**src/rtl/mem_map_pkg.sv**
```systemverilog
// Address map and shared constants for mem_bus_decoder.
// Region tables are packed arrays, indexed by region number. Index 0 is the LSB slice.
package mem_map_pkg;

  localparam int MAP_NUM_REGIONS = 4;
  localparam int MAP_NUM_TARGETS = 3;
  localparam int MAP_ADDR_W      = 32;
  localparam int MAP_PADDR_W     = 13;
  localparam int MAP_WAIT_W      = 4;
  localparam int TGT_W           = 2;

  localparam logic [TGT_W-1:0] TGT_DATA = 2'd0;
  localparam logic [TGT_W-1:0] TGT_VGA  = 2'd1;
  localparam logic [TGT_W-1:0] TGT_IO   = 2'd2;

  localparam logic [1:0] ST_IDLE   = 2'd0;
  localparam logic [1:0] ST_ACCESS = 2'd1;
  localparam logic [1:0] ST_ERR    = 2'd2;

  // Region order: 3 I/O, 2 VGA, 1 stack, 0 data.
  localparam logic [MAP_NUM_REGIONS-1:0][MAP_ADDR_W-1:0] REGION_BASE =
    {32'hFFFF_0000, 32'h0000_B800, 32'h7FFF_EFFC, 32'h1001_0000};
  localparam logic [MAP_NUM_REGIONS-1:0][MAP_ADDR_W-1:0] REGION_LIMIT =
    {32'hFFFF_000F, 32'h0000_CABF, 32'h7FFF_FFFB, 32'h1001_0FFF};
  localparam logic [MAP_NUM_REGIONS-1:0][MAP_ADDR_W-1:0] REGION_SUB =
    {32'hFFFF_0000, 32'h0000_B800, 32'h7FFF_DFFC, 32'h1001_0000};
  localparam logic [MAP_NUM_REGIONS-1:0][TGT_W-1:0] REGION_TGT =
    {TGT_IO, TGT_VGA, TGT_DATA, TGT_DATA};
  localparam logic [MAP_NUM_REGIONS-1:0][MAP_WAIT_W-1:0] REGION_WAIT =
    {4'd2, 4'd1, 4'd0, 4'd0};

  // 0=byte 1=half 2=word; size 3 is undefined and treated as misaligned.
  function automatic logic misaligned(input logic [1:0] size, input logic [1:0] a);
    case (size)
      2'd0:    misaligned = 1'b0;
      2'd1:    misaligned = a[0];
      2'd2:    misaligned = |a;
      default: misaligned = 1'b1;
    endcase
  endfunction

endpackage

```
**src/rtl/mem_region_match.sv**
```systemverilog
// Single region window compare: base <= addr <= limit, unsigned, limit inclusive.
module mem_region_match #(
  parameter int ADDR_W = 32
) (
  input  logic [ADDR_W-1:0] addr,
  input  logic [ADDR_W-1:0] base,
  input  logic [ADDR_W-1:0] limit,
  output logic              hit
);

  assign hit = (addr >= base) && (addr <= limit);

endmodule

```
**src/rtl/mem_bus_decoder.sv**
```systemverilog
// Registered memory bus decoder: region match, one-hot target enable, wait states, fault capture.
// Optional MISALIGN_CHECK_EN: misaligned half/word (or size 3) accesses take the fault path.
module mem_bus_decoder
  import mem_map_pkg::*;
#(
  parameter int NUM_REGIONS = MAP_NUM_REGIONS,
  parameter int NUM_TARGETS = MAP_NUM_TARGETS,
  parameter int ADDR_W      = MAP_ADDR_W,
  parameter int PADDR_W     = MAP_PADDR_W,
  parameter int WAIT_W      = MAP_WAIT_W
) (
  input  logic                   clk,
  input  logic                   rst,
  input  logic                   mem_w,
  input  logic                   mem_r,
  input  logic [1:0]             mem_size,
  input  logic [ADDR_W-1:0]      vaddr,
  input  logic                   fault_clr,
  output logic                   busy,
  output logic [NUM_TARGETS-1:0] men,
  output logic [1:0]             msel,
  output logic [PADDR_W-1:0]     pad,
  output logic                   done,
  output logic                   iad,
  output logic                   fault_valid,
  output logic [ADDR_W-1:0]      fault_addr
);

  localparam int RIDX_W = (NUM_REGIONS > 1) ? $clog2(NUM_REGIONS) : 1;

  logic [1:0]             state;
  logic [WAIT_W-1:0]      cnt;
  logic [NUM_REGIONS-1:0] hit;
  logic                   any_hit;
  logic [RIDX_W-1:0]      sel;
  logic                   req;
  logic                   accept;
  logic                   misalign;
  logic                   bad;
  logic [PADDR_W-1:0]     pad_nxt;

  for (genvar g = 0; g < NUM_REGIONS; g++) begin : g_match
    mem_region_match #(.ADDR_W(ADDR_W)) u_match (
      .addr  (vaddr),
      .base  (REGION_BASE[g]),
      .limit (REGION_LIMIT[g]),
      .hit   (hit[g])
    );
  end

  // Scan high to low so the lowest matching index is the one left in sel.
  always_comb begin
    any_hit = 1'b0;
    sel     = '0;
    for (int i = NUM_REGIONS - 1; i >= 0; i--) begin
      if (hit[i]) begin
        any_hit = 1'b1;
        sel     = RIDX_W'(i);
      end
    end
  end

`ifdef MISALIGN_CHECK_EN
  assign misalign = misaligned(mem_size, vaddr[1:0]);
`else
  logic unused_size;
  assign unused_size = ^mem_size;
  assign misalign    = 1'b0;
`endif

  assign req     = mem_w | mem_r;
  assign accept  = (state == ST_IDLE) && req;
  assign bad     = (mem_w & mem_r) | ~any_hit | misalign;
  assign pad_nxt = PADDR_W'(vaddr - REGION_SUB[sel]);

  assign busy = (state != ST_IDLE);
  assign done = ((state == ST_ACCESS) && (cnt == '0)) || (state == ST_ERR);
  assign iad  = (state == ST_ERR);

  always_ff @(posedge clk or posedge rst) begin
    if (rst) begin
      state <= ST_IDLE;
      cnt   <= '0;
      men   <= '0;
      msel  <= '0;
      pad   <= '0;
    end else begin
      case (state)
        ST_IDLE: begin
          if (accept) begin
            if (bad) begin
              state <= ST_ERR;
              men   <= '0;
              msel  <= '0;
              pad   <= '0;
            end else begin
              state <= ST_ACCESS;
              men   <= {{(NUM_TARGETS-1){1'b0}}, 1'b1} << REGION_TGT[sel];
              msel  <= REGION_TGT[sel];
              pad   <= pad_nxt;
              cnt   <= REGION_WAIT[sel];
            end
          end
        end
        ST_ACCESS: begin
          if (cnt == '0) begin
            state <= ST_IDLE;
            men   <= '0;
            msel  <= '0;
            pad   <= '0;
          end else begin
            cnt <= cnt - WAIT_W'(1);
          end
        end
        ST_ERR: state <= ST_IDLE;
        default: begin
          state <= ST_IDLE;
          men   <= '0;
          msel  <= '0;
          pad   <= '0;
        end
      endcase
    end
  end

  // Only the first fault since the last clear is recorded; a clear beats a same-cycle capture.
  always_ff @(posedge clk or posedge rst) begin
    if (rst) begin
      fault_valid <= 1'b0;
      fault_addr  <= '0;
    end else if (fault_clr) begin
      fault_valid <= 1'b0;
      fault_addr  <= '0;
    end else if (accept && bad && !fault_valid) begin
      fault_valid <= 1'b1;
      fault_addr  <= vaddr;
    end
  end

endmodule
```
**config.mk**
```make
export PLATFORM = sky130hd
export DESIGN_NAME = mem_bus_decoder
export DESIGN_NICKNAME = d
export VERILOG_FILES = /design/src/rtl/mem_map_pkg.sv /design/src/rtl/mem_region_match.sv /design/src/rtl/mem_bus_decoder.sv
export SDC_FILE = /design/constraint.sdc
export NUM_CORES = 1
export LEC_CHECK = 0
export BUFFER_PORTS_ARGS = -buffer_cell sky130_fd_sc_hd__buf_2
export CAP_MARGIN = 25
export CELL_PAD_IN_SITES_DETAIL_PLACEMENT = 0
export CELL_PAD_IN_SITES_GLOBAL_PLACEMENT = 2
export CORE_MARGIN = 2
export CORE_UTILIZATION = 37
export CTS_BUF_LIST = sky130_fd_sc_hd__clkbuf_4 sky130_fd_sc_hd__clkbuf_8
export DETAILED_ROUTE_END_ITERATION = 8
export MAX_ROUTING_LAYER = met4
export PLACE_DENSITY = 0.92
export SLEW_MARGIN = 20
export SYNTH_ARGS = -nofsm -noshare
export SYNTH_HDL_FRONTEND = slang
export SYNTH_HIERARCHICAL = 1
export SYNTH_SLANG_ARGS = --single-unit
export TNS_END_PERCENT = 50
```
**constraint.sdc**
```tcl
create_clock -name clk -period 2.28 [get_ports clk]
set_clock_uncertainty 0.2 [all_clocks]
set_input_delay 0.456 -clock clk [delete_from_list [all_inputs] [get_ports clk]]
set_output_delay 0.456 -clock clk [all_outputs]
set_load 0.005 [all_outputs]
```
==> results.toml, run 1 <==
[yosys]
ys_seq_area_frac = 0.152
ys_warn_count = 6
synth_area_leaders = "ha_1, dfrtp_1, inv_1"
syn_inst = 1150
synth_commonest_cells = "inv_1, ha_1, a21oi_1, nand2_1, dfrtp_1"
synth-adder-area-share = 0.368
synthSimpleGateAreaFrac = 0.149
synth_edf_count = 0
ys_ff_latch = 56
avgSynthCellArea_um2 = 8.03
synthXorXnorAreaFrac = 0.00380
synth_top_family_by_area = "adder cells"
yosysTopAreaCell = "ha_1"
yosysTopAreaCellShare = 0.366
async_flop_share = 1.00
synthMuxAreaShare = 0
synth-compound-area-share = 0.205
yosys_most_used_dff = "dfrtp_1"
yosys.cell_types.count = 58
synth_area_um2 = 9230
yosys.cell_count.top_type = "inv_1"

[cells_and_area]
area_delta_synth_final_pct = 56.1
final_nets = 2040
drive_above_1_share = 0.287
diodes = 0
final_util = 0.591

[setup_path]
worst_setup_path_end_kind = "flop"
start_kind = "primary input"
critPathRequiredTime_ns = 2.33
crit_top_cell = "buf_4"
cp.buffers_inverters = 4
cpMaxStageDelayCell = "a2111o_1"
cp_max_fo = 6
path_delay_family = "compound AO/OA/AOI/OAI gates"
worst-endpoint-arrival_ns = 3.82
slowest_delay_ns = 0.42
crit_chain = "buf_4 -> buf_4 -> buf_4 -> ha_1 -> nand4_1 -> nor4_4 -> a221oi_1 -> o21ai_1 -> a311oi_2 -> or2b_4 -> buf_6 -> ha_4 -> nor2b_4 -> o2111ai_4 -> a21boi_4 -> a2111o_1 -> o211ai_1"
path_class = "in -> reg"

[global_route]
grt_pass1_vias = 9063
antenna_found_initial = 0
grt_pass1_wl_um = 44900
overflow = 0
grt_max_degree = 41
grt_usage = 0.220

[clock_network]
clkTransAtPathRegs_ns = 0.14
clock_latency_ns = 0.34
cts.path.max_buffers = 2
htree_levels = 2
cts.sinks = 56
numCtsBuffers = 5
cts-root-buf = "clkbuf_8"
cts_tree = "done"

[sta]
period_share = 1.65
final_max_slew_viol_count = 0
rsz0062_at_grt = "yes"
finalHoldViolCount = 0
slew_headroom = 0.568
fmax_mhz = 266
finalSetupViolations = 56
fin_crit_ns = 3.76
tightest_slew_ns = 0.644
timing.final.ws_setup_ns = -1.48

[pwr]
ir_worst_vdd_v = 0.000492
p_leak_nw = 8.27
powerDensity_nw_per_um2 = 413

[routing]
wire_per_inst_um = 13.3
vias = 9317
wl_um = 27400
drc = 0
dr.pass1.iters = 4
drtIter0Drc = 374
ant_nets = 0
viasPerCell = 4.53

[floorplanning]
ios = 93
dieArea_um2 = 26200
die_y_um = 162
core_area_um2 = 24400
die_x_um = 162
row_count = 57
start_util = 0.378

[place]
post-place-ws_ns = -2.27
hpwl_um = 22100
io_buffer_count = 90
place_congestion = 0.830

[flow_run]
cap_violations = 0

[run_status]
status = "complete, but fails checks"
violations = "negative setup slack"

[worst_hold_path]
hold_class = "in -> reg"
layout by cell type (no fill, tap or decap), types with 5 or more instances in the layout:
cell type / instances
a22o_2: 9
a22o_4: 16
o21ai_2: 7
a211oi_1: 8
o21ai_0: 33
a211oi_2: 5
buf_2: 70
nor3_4: 5
and4_1: 8
a31oi_1: 6
ha_1: 226
clkbuf_8: 5
o21ai_1: 15
a22o_1: 13
a21o_1: 19
nor2_2: 5
dfrtp_1: 56
nand4_1: 33
buf_12: 12
nor2b_1: 6
inv_1: 269
a21oi_1: 86
nand2_1: 92
ha_4: 44
nor2_1: 37
conb_1: 256
buf_4: 213
a21oi_2: 9
nand3_1: 25
buf_16: 6
buf_6: 23
nor4_4: 6
a221oi_1: 11
cell families (layout without fill, tap and decap cells):
family | Yosys count | after routing
adder cells (fa/ha/maj) | 271 | 271
other | 2 | 256
XOR/XNOR | 4 | 4
flip-flops | 56 | 56
buffers and inverters | 285 | 612
AO/OA/AOI/OAI | 281 | 281
AND/OR/NAND/NOR | 251 | 251
area by class of cell:
type | instances | area (µm²)
Fill cell | 2265 | 9990
Tap cell | 324 | 405
Clock buffer | 5 | 68.8
Sequential cell | 56 | 1400
Clock inverter | 3 | 33.8
Timing Repair Buffer | 330 | 2690
Multi-Input combinational cell | 1063 | 8770
Inverter | 274 | 1030
per-stage QoR:
stage                     cell area, µm²  setup TNS, ns  total power [mW]  hold WS, ns  cells
after floorplan                    10400         -51.30              3.22        0.267   1404
after global placement             12800        -104.87              4.51        0.255   2008
after detailed placement           12800        -110.58              4.58        0.274   2008
after CTS                          14100         -70.19              5.75        0.142   2050
after global routing               14400         -79.57              6.48        0.156   2055
final                              14400         -73.41              5.95        0.148   2055
metal layers:
metal,up-vias,wire [µm],GRT usage
li1,4959,-,-
met5,-,0,-
met3,24,642,0.0163
met2,115,13800,0.385
met4,0,452,0.0467
met1,4219,12500,0.278
state kept, by name, indices dropped and copies added, names as in the netlist:
signal,count
fault_addr,32
pad,13
cnt,4
men,3
state,2
fault_valid,1
msel,1
where the power goes:
group          total, mW  internal [mW]  switching [mW]
clock network      0.649          0.233           0.416
logic               3.88           1.96            1.92
registers           1.42           1.24           0.176
path summary, 6_finish.rpt:
kind                       slack [ns]                 start                          to  depth (start not counted)
min reg2reg                      0.30    pad[6]$_DFFE_PP0P_          pad[6]$_DFFE_PP0P_                          2
min                              0.15             fault_clr     fault_valid$_DFFE_PP0P_                          2
max in group asynchronous        0.85                   rst  fault_addr[12]$_DFFE_PP0P_                          4
min in group asynchronous        0.47                   rst  fault_addr[24]$_DFFE_PP0P_                          3
max                             -1.48              vaddr[7]         pad[12]$_DFFE_PP0P_                         17
max reg2reg                      0.24  state[1]$_DFFE_PP0P_   fault_addr[2]$_DFFE_PP0P_                          7
timing repair:
action / CTS / global route
setup buffers: 29 / 6
gates resized for setup: 150 / 52
pin swaps: 39 / 46
hold buffers: 1 / 0
gates cloned: 6 / 0
hold endpoints to repair: 16 / 0
setup endpoints to repair: 56 / 57
Power figures use the tool's default switching activity.
==> run 2: changes to the inputs <==
--- a/config.mk
+++ b/config.mk
@@ -13,6 +13,7 @@
 export CORE_UTILIZATION = 37
 export CTS_BUF_LIST = sky130_fd_sc_hd__clkbuf_4 sky130_fd_sc_hd__clkbuf_8
 export DETAILED_ROUTE_END_ITERATION = 8
+export GPL_TIMING_DRIVEN = 0
 export MAX_ROUTING_LAYER = met4
 export PLACE_DENSITY = 0.92
 export SLEW_MARGIN = 20
==> results.toml, run 2 (synthesized netlist as in run 1, its figures left out) <==
[run_status]
status = "complete, but fails checks"
violations = "negative setup slack"

[setup_path]
cpMaxStageDelayCell = "or4_4"
worst-endpoint-arrival_ns = 3.89
start_kind = "primary input"
cp_max_fo = 5
path_delay_family = "compound AO/OA/AOI/OAI gates"
path_class = "in -> reg"
crit_chain = "buf_12 -> ha_4 -> nand4_1 -> or4_4 -> nor3_4 -> a31oi_4 -> a311oi_4 -> or2b_4 -> buf_6 -> ha_4 -> o21a_1 -> o31a_1 -> o21ai_2 -> buf_4 -> a21o_1 -> a32o_1"
critPathRequiredTime_ns = 2.31
cp.buffers_inverters = 3
slowest_delay_ns = 0.48
crit_top_cell = "ha_4"
worst_setup_path_end_kind = "flop"

[sta]
final_max_slew_viol_count = 0
rsz0062_at_grt = "yes"
fin_crit_ns = 3.86
tightest_slew_ns = 0.572
fmax_mhz = 259
timing.final.ws_setup_ns = -1.58
period_share = 1.69
fin_hold_ws_ns = 0.160
finalSetupViolations = 56
finalHoldViolCount = 0
slew_headroom = 0.616

[global_route]
grt_max_degree = 48
grt_pass1_wl_um = 39400
grt.busiest_layer = "met2"
use_met3 = 0.0110
grt_pass1_vias = 7719
overflow = 0
grt_use_met2 = 0.345
use_met1 = 0.248
antenna_found_initial = 0
grt_usage = 0.193

[clock_network]
numCtsBuffers = 5
cts.sinks = 56
cts_tree = "done"
cts-root-buf = "clkbuf_8"
htree_levels = 2
cts.path.max_buffers = 2
clkTransAtPathRegs_ns = 0.12
clock_latency_ns = 0.33

[pwr]
p_int_mw = 2.90
p_leak_nw = 7.22
clkPwrFrac = 0.116
ir_worst_vdd_v = 0.000330
powerDensity_nw_per_um2 = 409
p_sw_mw = 2.24
pwr-share-comb = 0.610
sw_frac_of_total = 0.435
power_frac_seq = 0.274

[cells_and_area]
largest_register_ffs = 32
final_nets = 1854
drive_above_1_share = 0.183
mostFrequentLayoutCell = "inv_1"
area_delta_synth_final_pct = 36.2
diodes = 0
fin_area_um2 = 12600
regMostFlops = "fault_addr"
final_cell_mix = "inv_1, conb_1, ha_1"
final_util = 0.515
largestRegisters = "fault_addr: 32 flops, pad: 13 flops, cnt: 4 flops"

[floorplanning]
start_util = 0.378
die_x_um = 162
ios = 93
die_y_um = 162
dieArea_um2 = 26200
row_count = 57
core_area_um2 = 24400

[routing]
viasPerCell = 4.52
dr.pass1.iters = 4
ant_nets = 0
drtIter0Drc = 384
drc = 0
vias = 8445
wl_um = 24700
wire_per_inst_um = 13.2

[flow_run]
cap_violations = 0

[place]
hpwl_um = 18800
place_area_um2 = 11300
place_congestion = 0.790
post-place-ws_ns = -2.65
io_buffer_count = 90

[worst_hold_path]
hold_class = "in -> reg"
[run 2: final timing paths]
kind	from	end	slack (ns)	depth (start not counted)
min	fault_clr	fault_valid$_DFFE_PP0P_	0.16	2
max	vaddr[31]	pad[7]$_DFFE_PP0P_	-1.58	16
max reg2reg	cnt[0]$_DFFE_PP0P_	pad[4]$_DFFE_PP0P_	0.13	9
min in group asynchronous	rst	fault_addr[25]$_DFFE_PP0P_	0.38	3
max in group asynchronous	rst	pad[12]$_DFFE_PP0P_	1.04	4
min reg2reg	pad[8]$_DFFE_PP0P_	pad[8]$_DFFE_PP0P_	0.30	2
[run 2: power groups by stage]
stage	clock [mW]	combinational [mW]	sequential, mW
2_1_floorplan	0	1.80	1.42
3_3_place_gp	0	2.61	1.41
3_5_place_dp	0	2.66	1.41
4_1_cts	0.614	2.88	1.40
5_1_grt	0.647	3.55	1.44
6_report	0.598	3.13	1.40
[run 2: per-stage QoR]
step / total power [mW] / cells / TNS (ns)
3_3_place_gp: 4.02 / 1818 / -158.97
5_1_grt: 5.64 / 1869 / -72.43
2_1_floorplan: 3.22 / 1404 / -51.30
6_report: 5.14 / 1869 / -65.71
4_1_cts: 4.89 / 1843 / -68.54
3_5_place_dp: 4.08 / 1819 / -127.62
[run 2: final cells by class]
class	count	area, µm²
Tap cell	324	405
Timing Repair Buffer	132	1040
Clock buffer	5	68.8
Fill cell	2415	11800
Clock inverter	3	26.3
Inverter	274	1030
Buffer	11	115
Sequential cell	56	1400
Multi-Input combinational cell	1064	8480
[run 2: what timing repair did]
item                                   in CTS  in global routing
pin swaps                                  23                 34
hold buffers                                1                  0
buffers inserted                           14                 26
setup endpoints to repair                  56                 57
cloned                                      1                  2
endpoints found under the hold margin       9                  0
gates resized for setup                    91                 64
[run 2: per-layer routing]
metal	part of all wire	wire length [µm]
met1	0.48	11900
met2	0.49	12100
met3	0.020	488
met4	0.010	248
met5	0	0
